### config.mk
export PLATFORM = sky130hd
export DESIGN_NAME = page_buf_reader_flat
export DESIGN_NICKNAME = d
export VERILOG_FILES = /design/src/rtl/flash_ctrl_pkg.sv /design/src/rtl/page_buf_reader_if.sv /design/src/rtl/rd_skid_fifo.sv /design/src/rtl/page_buf_reader.sv /design/src/flat_wrapper.sv
export SDC_FILE = /design/constraint.sdc
export NUM_CORES = 1
export LEC_CHECK = 0
export ABC_AREA = 1
export CAP_MARGIN = 20
export CORE_MARGIN = 3
export CORE_UTILIZATION = 55
export CTS_CLUSTER_SIZE = 10
export DETAILED_ROUTE_END_ITERATION = 10
export GPL_ROUTABILITY_DRIVEN = 0
export PLACE_DENSITY = 0.92
export RECOVER_POWER = 100
export REMOVE_ABC_BUFFERS = 1
export SYNTH_ARGS = -nofsm -noshare
export SYNTH_HDL_FRONTEND = slang
export SYNTH_HIERARCHICAL = 1
export SYNTH_SLANG_ARGS = --single-unit
### constraint.sdc
create_clock -name Clock -period 4 [get_ports Clock]
set_input_delay 0.4 -clock Clock [delete_from_list [all_inputs] [get_ports Clock]]
set_output_delay 0.4 -clock Clock [all_outputs]
set_load 0.005 [all_outputs]
### src/rtl/flash_ctrl_pkg.sv
// Shared constants and types for the flash controller page-buffer datapath.
package flash_ctrl_pkg;

    localparam int BUF_ADDR_W = 11;
    localparam int BUF_DATA_W = 8;
    localparam int BUF_DEPTH  = 2048;
    localparam int MAX_LEN    = 2048;
    localparam int LEN_W      = 12;

    typedef enum logic [1:0] {
        RD_IDLE  = 2'd0,
        RD_RUN   = 2'd1,
        RD_DRAIN = 2'd2,
        RD_DONE  = 2'd3
    } rd_state_e;

    // A burst can never exceed one full page.
    function automatic logic [LEN_W-1:0] clamp_len(input logic [LEN_W-1:0] len);
        return (len > LEN_W'(MAX_LEN)) ? LEN_W'(MAX_LEN) : len;
    endfunction

endpackage

### src/rtl/page_buf_reader_if.sv
// Bundle of the control, buffer read port and byte stream of the page-buffer reader.
interface page_buf_reader_if
    import flash_ctrl_pkg::*;
#(
    parameter int ADDR_W = BUF_ADDR_W,
    parameter int DATA_W = BUF_DATA_W
) ();

    logic              Start;
    logic [ADDR_W-1:0] StartAddr;
    logic [LEN_W-1:0]  Length;
    logic              Busy;
    logic              Done;
    logic [ADDR_W-1:0] BufAddr;
    logic              BufClockEn;
    logic              BufWr;
    logic [DATA_W-1:0] BufQ;
    logic [DATA_W-1:0] DataOut;
    logic              DataValid;
    logic              DataReady;

    // Byte stream: a byte moves when DataValid && DataReady on a rising edge; once
    // DataValid is high it stays high with DataOut stable until that transfer happens.
    modport master (
        input  Start, StartAddr, Length, BufQ, DataReady,
        output Busy, Done, BufAddr, BufClockEn, BufWr, DataOut, DataValid
    );

    modport slave (
        output Start, StartAddr, Length, BufQ, DataReady,
        input  Busy, Done, BufAddr, BufClockEn, BufWr, DataOut, DataValid
    );

endinterface

### src/rtl/rd_skid_fifo.sv
// Two-entry FIFO catching buffer read data; push and pop in one cycle is legal even when full.
module rd_skid_fifo #(
    parameter int DATA_W = 8
) (
    input  logic              Clock,
    input  logic              Reset,
    input  logic              push,
    input  logic [DATA_W-1:0] push_data,
    input  logic              pop,
    output logic              full,
    output logic              empty,
    output logic [DATA_W-1:0] head
);

    logic [DATA_W-1:0] mem_q [2];
    logic [DATA_W-1:0] mem_d [2];
    logic              wr_ptr_q, wr_ptr_d;
    logic              rd_ptr_q, rd_ptr_d;
    logic [1:0]        count_q, count_d;

    always_comb begin
        mem_d    = mem_q;
        wr_ptr_d = wr_ptr_q;
        rd_ptr_d = rd_ptr_q;
        if (push) begin
            mem_d[wr_ptr_q] = push_data;
            wr_ptr_d        = ~wr_ptr_q;
        end
        if (pop) begin
            rd_ptr_d = ~rd_ptr_q;
        end
        count_d = count_q + 2'(push) - 2'(pop);
    end

    always_ff @(posedge Clock) begin
        if (Reset) begin
            mem_q    <= '{default: '0};
            wr_ptr_q <= 1'b0;
            rd_ptr_q <= 1'b0;
            count_q  <= 2'd0;
        end else begin
            mem_q    <= mem_d;
            wr_ptr_q <= wr_ptr_d;
            rd_ptr_q <= rd_ptr_d;
            count_q  <= count_d;
        end
    end

    assign full  = (count_q == 2'd2);
    assign empty = (count_q == 2'd0);
    assign head  = mem_q[rd_ptr_q];

endmodule

### src/rtl/page_buf_reader.sv
// Streams a burst of bytes out of the page buffer toward the NAND I/O stage,
// throttling reads so the two-entry FIFO can never overflow.
module page_buf_reader
    import flash_ctrl_pkg::*;
#(
    parameter int ADDR_W = BUF_ADDR_W,
    parameter int DATA_W = BUF_DATA_W,
    parameter int DEPTH  = BUF_DEPTH
) (
    input  logic      Clock,
    input  logic      Reset,
    page_buf_reader_if.master bus,
    output rd_state_e dbg_state
);

    rd_state_e         state_q, state_d;
    logic [ADDR_W-1:0] addr_q, addr_d;
    logic [LEN_W-1:0]  remaining_q, remaining_d;
    logic              inflight_q, inflight_d;

    logic              issue;
    logic              pop;
    logic              fifo_full;
    logic              fifo_empty;
    logic [DATA_W-1:0] fifo_head;
    logic [1:0]        occ;
    logic [2:0]        outstanding;

    rd_skid_fifo #(.DATA_W(DATA_W)) u_fifo (
        .Clock     (Clock),
        .Reset     (Reset),
        .push      (inflight_q),
        .push_data (bus.BufQ),
        .pop       (pop),
        .full      (fifo_full),
        .empty     (fifo_empty),
        .head      (fifo_head)
    );

    always_ff @(posedge Clock) begin
        if (Reset) begin
            state_q     <= RD_IDLE;
            addr_q      <= '0;
            remaining_q <= '0;
            inflight_q  <= 1'b0;
        end else begin
            state_q     <= state_d;
            addr_q      <= addr_d;
            remaining_q <= remaining_d;
            inflight_q  <= inflight_d;
        end
    end

    always_comb begin
        state_d     = state_q;
        addr_d      = addr_q;
        remaining_d = remaining_q;
        inflight_d  = issue;
        case (state_q)
            RD_IDLE: begin
                if (bus.Start) begin
                    addr_d      = bus.StartAddr;
                    remaining_d = clamp_len(bus.Length);
                    state_d     = (bus.Length == '0) ? RD_DONE : RD_RUN;
                end
            end
            RD_RUN: begin
                if (issue) begin
                    addr_d      = (addr_q == ADDR_W'(DEPTH - 1)) ? '0 : addr_q + 1'b1;
                    remaining_d = remaining_q - 1'b1;
                    if (remaining_q == LEN_W'(1)) begin
                        state_d = RD_DRAIN;
                    end
                end
            end
            RD_DRAIN: begin
                // Finish only once the last byte has left and nothing is still returning.
                if (fifo_empty && !inflight_q) begin
                    state_d = RD_DONE;
                end
            end
            RD_DONE: begin
                state_d = RD_IDLE;
            end
            default: begin
                state_d = RD_IDLE;
            end
        endcase
    end

    always_comb begin
        occ         = fifo_full ? 2'd2 : (fifo_empty ? 2'd0 : 2'd1);
        pop         = !fifo_empty && bus.DataReady;
        outstanding = {1'b0, occ} + {2'b00, inflight_q};
        // A read may go out only if its byte is guaranteed a FIFO slot when it lands.
        issue       = (state_q == RD_RUN) && (remaining_q != '0) &&
                      (outstanding < (3'd2 + {2'b00, pop}));

        bus.Busy       = (state_q != RD_IDLE);
        bus.Done       = (state_q == RD_DONE);
        bus.BufClockEn = issue;
        bus.BufWr      = 1'b0;
        bus.BufAddr    = addr_q;
        bus.DataValid  = !fifo_empty;
        bus.DataOut    = fifo_empty ? '0 : fifo_head;
    end

    assign dbg_state = state_q;

endmodule

### src/flat_wrapper.sv
// flat-port wrapper written by rule: the top's interface ports become plain ports
module page_buf_reader_flat import flash_ctrl_pkg::*;
#(
    parameter int ADDR_W = BUF_ADDR_W,
    parameter int DATA_W = BUF_DATA_W,
    parameter int DEPTH  = BUF_DEPTH
)
  (Clock, Reset, dbg_state, bus_Start, bus_StartAddr, bus_Length, bus_BufQ, bus_DataReady, bus_Busy, bus_Done, bus_BufAddr, bus_BufClockEn, bus_BufWr, bus_DataOut, bus_DataValid);
  page_buf_reader_if #(.ADDR_W(ADDR_W), .DATA_W(DATA_W)) bus_i ();
  input  logic Clock;
  input  logic Reset;
  output rd_state_e dbg_state;
  input wire logic [$bits(bus_i.Start)-1:0] bus_Start;
  input wire logic [$bits(bus_i.StartAddr)-1:0] bus_StartAddr;
  input wire logic [$bits(bus_i.Length)-1:0] bus_Length;
  input wire logic [$bits(bus_i.BufQ)-1:0] bus_BufQ;
  input wire logic [$bits(bus_i.DataReady)-1:0] bus_DataReady;
  output wire logic [$bits(bus_i.Busy)-1:0] bus_Busy;
  output wire logic [$bits(bus_i.Done)-1:0] bus_Done;
  output wire logic [$bits(bus_i.BufAddr)-1:0] bus_BufAddr;
  output wire logic [$bits(bus_i.BufClockEn)-1:0] bus_BufClockEn;
  output wire logic [$bits(bus_i.BufWr)-1:0] bus_BufWr;
  output wire logic [$bits(bus_i.DataOut)-1:0] bus_DataOut;
  output wire logic [$bits(bus_i.DataValid)-1:0] bus_DataValid;
  assign bus_i.Start = bus_Start;
  assign bus_i.StartAddr = bus_StartAddr;
  assign bus_i.Length = bus_Length;
  assign bus_i.BufQ = bus_BufQ;
  assign bus_i.DataReady = bus_DataReady;
  assign bus_Busy = bus_i.Busy;
  assign bus_Done = bus_i.Done;
  assign bus_BufAddr = bus_i.BufAddr;
  assign bus_BufClockEn = bus_i.BufClockEn;
  assign bus_BufWr = bus_i.BufWr;
  assign bus_DataOut = bus_i.DataOut;
  assign bus_DataValid = bus_i.DataValid;
  page_buf_reader #(.ADDR_W(ADDR_W), .DATA_W(DATA_W), .DEPTH(DEPTH)) u_core (.Clock(Clock), .Reset(Reset), .bus(bus_i), .dbg_state(dbg_state));
endmodule
; ---- Yosys cells after proc, flatten, opt, wreduce, memory -nomap -nowiden
; Cells that the tools add are included.
[totals]
register_bits = 46
latch_bits = 0
ramBits = 0
romBits = 0
inputBits = 35
memories = 0
[op_classes]
addsub = 6
n_mul = 0
n_div = 0
magnitude_cmp = 5
n_eq_ne = 10
shift = 0
mux = 23
bitwise_logic = 4
reduce_logical = 15
[op_table]
columns = operator, n
row1 = 8-bit two-way mux, 5
row2 = 12-bit two-way mux, 3
row3 = 11-bit two-way mux, 3
row4 = 12-bit case mux with 2 select lines, 1
row5 = 11-bit case mux with 2 select lines, 1
row6 = 16-bit bitwise mux, 1
row7 = "12-bit by 1-bit == test with 1-bit output, second input constant", 1
row8 = "12-bit greater-than comparator, second input constant", 1
row9 = 12-bit logical NOT, 1
row10 = 2-bit two-way mux, 6
row11 = 12-bit nonzero test, 1
row12 = "12-bit by 1-bit subtractor with 12-bit output, second input constant", 1
row13 = "11-bit by 1-bit adder with 11-bit output, second input constant", 1
row14 = "11-bit == test, second input constant", 1
row15 = 8-bit demux with 1-bit select, 1
row16 = 2-bit case mux with 4 select lines, 1
row17 = "2-bit == test, second input constant", 3
row18 = 1-bit logical AND, 5
row19 = "2-bit greater-or-equal comparator, second input constant", 2
row20 = 2-bit logical NOT, 2
row21 = "2-bit by 1-bit != test with 1-bit output, second input constant", 2
row22 = "2-bit != test, second input constant", 2
row23 = 1-bit inverter with 2-bit output, 2
row24 = 4-bit AND reduction, 1
row25 = 12 further kinds, 15

; ---- Depth between registers and ports, before layout
[logic_depth]
ltp_word = 8
mapped_depth = 13
depth_no_buf = 13

; ---- Cells and area by module
; The synthesis kept the hierarchy.
[modules_own_cells]
columns = module, instances, cells_each, area_per_inst_um2, seq_area_each_um2
row1 = page_buf_reader, 1, 341, 2003.2, 520.5
row2 = rd_skid_fifo, 1, 104, 832.0, 400.4

; ---- Worst setup path after synthesis
; Ideal clock, no wire load.
[synth_timing]
path_type = register to register
startpoint = register u_core.u_fifo.count_q[1]
endpoint = register u_core.addr_q[2] (netlist: u_core/bus.BufAddr[2])
setup_ns = 0.118
arrival_time_ns = 2.029
path_slack_ns = 1.853
stages_incl_launch_ff = 14
n_path_buf = 2
synth_period_minus_slack_ns = 2.147
cell_sequence = dfxtp_1 > nor2_1 > clkbuf_1 > nor2_1 > ha_1 > ha_1 > or2_0 > a21oi_2 > nand2_2 > nand2_1 > nand2_1 > buf_4 > nor3_1 > nor2_1
[synth_between]
elab_chain_cells = 8
word_cells_on_any_way = 12
cone_classes = add/sub: 2 / order compare: 1 / eq/ne: 2 / mux: 2 / reduce/logical: 5
[synth_rtl]
columns = item, line_no
row1 = start: declaration, rd_skid_fifo.sv:19  ; logic [1:0] count_q, count_d;
row2 = start signal: assignment, rd_skid_fifo.sv:45  ; count_q <= count_d;
row3 = 2-bit logical NOT *, rd_skid_fifo.sv:50  ; assign empty = (count_q == 2'd0);
row4 = via u_core.fifo_empty, page_buf_reader.sv:24  ; logic fifo_empty;
row5 = 1-bit two-way mux or 1-bit logical NOT (tied branches), "page_buf_reader.sv:92, page_buf_reader.sv:93"
row6 = 2-bit two-way mux or 1-bit logical AND (tied branches), "page_buf_reader.sv:92, page_buf_reader.sv:93"
row7 = 2-bit by 1-bit adder with 3-bit output (on tied branches), "page_buf_reader.sv:94, page_buf_reader.sv:97"
row8 = 3-bit less-than comparator *, page_buf_reader.sv:97  ; (outstanding < (3'd2 + {2'b00, pop}));
row9 = 1-bit logical AND *, page_buf_reader.sv:96  ; issue = (state_q == RD_RUN) && (remaining_q != '0) &&
row10 = 2-bit != test (no source line) *, n/a
row11 = 3-bit AND reduction (no source line) *, n/a
row12 = end signal: assignment, page_buf_reader.sv:48  ; addr_q <= addr_d;
row13 = end: declaration, page_buf_reader.sv:17  ; logic [ADDR_W-1:0] addr_q, addr_d;
; The timed path passes the listed nets; every way through them passes the cells marked *.
; A chain may end at the register's enable or synchronous reset.

; ---- Worst setup path after layout
[layout_timing]
startpoint = register u_core.u_fifo.count_q[1]
endpoint = output bus_BufClockEn
[layout_between]
elab_chain_cells = 6
word_cells_on_any_way = 10
cone_classes = add/sub: 2 / order compare: 1 / eq/ne: 1 / mux: 2 / reduce/logical: 4
[layout_rtl]
columns = item, line_no
row1 = 2-bit logical NOT *, rd_skid_fifo.sv:50
row2 = via u_core.fifo_empty, page_buf_reader.sv:24
row3 = 1-bit two-way mux or 1-bit logical NOT (tied branches), "page_buf_reader.sv:92, page_buf_reader.sv:93"
row4 = 2-bit two-way mux or 1-bit logical AND (tied branches), "page_buf_reader.sv:92, page_buf_reader.sv:93"
row5 = 2-bit by 1-bit adder with 3-bit output (on tied branches), "page_buf_reader.sv:94, page_buf_reader.sv:97"
row6 = 3-bit less-than comparator *, page_buf_reader.sv:97
row7 = 1-bit logical AND *, page_buf_reader.sv:96
row8 = end: declaration, flat_wrapper.sv:21  ; output wire logic [$bits(bus_i.BufClockEn)-1:0] bus_BufClockEn;
; Marked as above.

==> flow_summary_export.csv <==
group,metric,value,unit
worst_setup_path,critical_path.startpoint_type,"register",
die,initial_core_util,58.48,%
routing,firstDrtPassIters,5,
synthesis,ys_warn_count,6,
clock_tree,cts_resized,0,
power,switchingPower,0.001230,W
synthesis,ys_seq_area_share,32.48,%
worst_setup_path,cp.arrival,2840,ps
global_route,grt_pass1_wl,11.79,mm
synthesis,synth_seq_cells,46,
clock_tree,numCtsBuffers,5,
worst_setup_path,crit_fanout,11,
placement,io_buffers,59,
worst_setup_path,critPathTopFamily,"simple AND/OR/NAND/NOR gates",
synthesis,synth.distinct_cells,30,
routing,final_antenna_net_count,0,
sta,worst_slew_pin_slew,1037,ps
power,power.total,0.002566,W
synthesis,yosysTopAreaCell,"dfxtp_1",
sta,hold_viol,0,
clock_tree,clock-sinks,46,
synthesis,syn_inst,445,
worst_hold_path,worstHoldPathType,"reg2reg",
worst_setup_path,crit_path_end_kind,"primary output",
power,power_frac_clock,10.9,%
synthesis,synthTopCellsByArea,"dfxtp_1 (32%), nor2_1 (14%), nand2_1 (13%)",
power,p_int,0.001336,W
sta,fin_crit,3236,ps
worst_setup_path,max_stage_delay,560,ps
die,io_pins,61,
die,core.rowCount,25,
clock_tree,clock_path_buffers,2,
power,power_frac_comb,58.3,%
clock_tree,cts_tree,"yes",
synthesis,synthesis.area,2835,µm²
worst_setup_path,required,3600,ps
worst_setup_path,cp_cell_sequence,"nor2_1, nor2_1, ha_1, ha_1, or2_0, a21oi_1, nand2_1, inv_1, dlygate4sd3_1",
clock_tree,cts_root_buffer,"clkbuf_8",
finish,regArea,920.9,µm²
global_route,grt_pass1_vias,2861,
sta,setup_violations,0,
finish,diodes,0,
clock_tree,cts.htree.levels,2,
finish,area_growth,23.48,%
placement,dp_hpwl,5.110,mm
outcome,status,"complete, no violations",
sta,fin_skew,4.883,ps
power,ir_drop,0.0005207,V
routing,drt_iter0_drc,188,
synthesis,yosysTopAreaCellShare,32.48,%
worst_setup_path,path_buf_inv,2,
sta,rsz0062_at_grt,"false",
sta,slew_violations,0,
die,dieArea,6052,µm²
clock_tree,clkLatencyLatePin,300,ps
die,core_area,4848,µm²
routing,avgViaCountPerCell,5.323,
clock_tree,hold_buffers,0,
die,die_h,77.80,µm
global_route,gr-total-overflow,0,
finish,final_net_count,545,
power,pwr-share-seq,30.8,%
worst_setup_path,slowest_stage,"dlygate4sd3_1",
sta,max_freq,0.3090,GHz
sta,setup-tns-final,0,ps
sta,maxSlewHeadroom,30.88,%
routing,routed_wl,7.108,mm
global_route,antenna_found_initial,0,
power,switching_share,47.92,%
die,fp.dieW,77.80,µm
global_route,grt_use_total,23.71,%
global_route,grt_max_degree,30,
routing,drc_errors,0,
routing,vias,3013,
power,power.leakage,1.613,nW
worst_setup_path,path_class,"reg2out",
finish,multi_input_area,1635,µm²
clock_tree,postCtsSetupBuffers,0,
sta,min_period_over_period,80.91,%
clock_tree,clkTransAtPathRegs,90,ps
flow_run,max_cap_viol_count,0,
routing,detail_route.wl_per_cell,12.56,µm
synthesis,syn-mean-instance-area,6.371,µm²
finish,num-fill-cells,373,
power,cellPowerDensity,732.9,nW/µm²
finish,drive_gt1_share,4.609,%
-- cell usage after synthesis --
cell / instances
nand4_1: 4
a21oi_4: 1
conb_1: 1
inv_2: 3
dfxtp_1: 46
nand2_2: 3
a21o_1: 2
clkbuf_4: 1
or2_0: 1
o21bai_1: 4
clkbuf_1: 5
xnor2_1: 5
buf_4: 4
xor2_1: 2
or2_2: 2
mux2_2: 8
nand3_1: 27
buf_2: 2
a21oi_2: 1
o21a_1: 1
nand2_1: 96
and2_1: 1
ha_1: 12
buf_1: 1
buf_6: 2
nor3_1: 4
a21oi_1: 17
nor2_1: 107
inv_1: 43
o21ai_0: 39
-- metal layers --
| layer | GRT usage, % | part of all wire [%] | vias up |
|---|---|---|---|
| met5 | 0 | 0 | - |
| met4 | 9.609 | 1.7 | 0 |
| met3 | 2.900 | 5.1 | 11 |
| met2 | 43.15 | 51 | 103 |
| met1 | 27.86 | 42 | 1392 |
| li1 | - | - | 1507 |
-- logic make-up after synthesis --
family	after synthesis	share of synthesized area, %
buf+inv	61	9.356
mux	8	3.178
flops	46	32.48
other cells	1	0.1323
simple gates	245	34.78
xor+xnor	7	2.162
fa+ha+maj	12	5.296
compound gates	65	12.62
-- registers in the layout, summed over array words and instances, names as in the netlist --
signal / count
u_core/inflight_q: 1
u_core/u_fifo/wr_ptr_q: 1
u_core/u_fifo/count_q: 2
u_core/u_fifo/mem_q: 16
u_core/bus.BufAddr: 11
u_core/u_fifo/rd_ptr_q: 1
u_core/dbg_state: 2
u_core/remaining_q: 12
-- through the flow --
step / area (µm²) / hold WS [ps] / setup WS (ps) / std cells / util [%]
CTS: 3518 / 486.4 / 850.1 / 566 / 72.57
floorplan: 2743 / 449.2 / 1666 / 430 / -
detailed placement: 3432 / 466.3 / 1150 / 558 / 70.79
finish: 3501 / 481.9 / 763.8 / 566 / 72.21
global route: 3501 / 521.3 / 535.8 / 566 / 72.21
global placement: 3432 / 456.4 / 1268 / 558 / 70.79
-- worst reg2reg max path, cell delays in order (launching register included) --
cell	delay, ps
dfxtp_1	330
nor2_1	540
nor2_1	120
ha_1	210
ha_1	170
or2_0	210
a21oi_1	140
nand2_1	150
a21oi_2	840
o21ai_0	220
nor2_1	140
-- area by class of cell --
class / instances / share of cell area (%)
Clock buffer: 6 / 2.073
Clock inverter: 2 / 0.3931
Inverter: 46 / 4.932
Multi-Input combinational cell: 338 / 46.71
Sequential cell: 46 / 26.30
Tap cell: 67 / 2.395
Timing Repair Buffer: 61 / 17.19
-- path summary, 6_finish.rpt --
kind	slack, ps	end	depth (start not counted)	start
max	760	bus_BufClockEn	9	u_core/u_fifo/count_q[1]
min	480	u_core/u_fifo/mem_q[0]	2	u_core/u_fifo/mem_q[0]
max reg2reg	860	u_core/bus.BufAddr[8]	10	u_core/u_fifo/count_q[1]
min reg2reg	480	u_core/u_fifo/mem_q[0]	2	u_core/u_fifo/mem_q[0]
-- placed cells by master, fill, tap and decap left out, types with 5 or more instances in the layout --
| master | n |
|---|---|
| inv_1 | 44 |
| nand2_1 | 97 |
| clkdlybuf4s50_1 | 33 |
| dfxtp_1 | 46 |
| nand3_1 | 27 |
| nor2_1 | 107 |
| xnor2_1 | 5 |
| ha_1 | 12 |
| dlygate4sd3_1 | 26 |
| a21oi_1 | 18 |
| o21ai_0 | 39 |
| mux2_2 | 8 |
| clkbuf_8 | 5 |
-- power groups by stage --
stage                     logic (W)  clock network (W)  registers (W)
after floorplan             0.00105                  0       0.000761
after global placement      0.00147                  0       0.000788
after detailed placement    0.00152                  0       0.000798
after CTS                   0.00154           0.000286       0.000789
after global routing        0.00169           0.000302       0.000815
final                       0.00150           0.000280       0.000790
(Power assumes the default switching activity.)
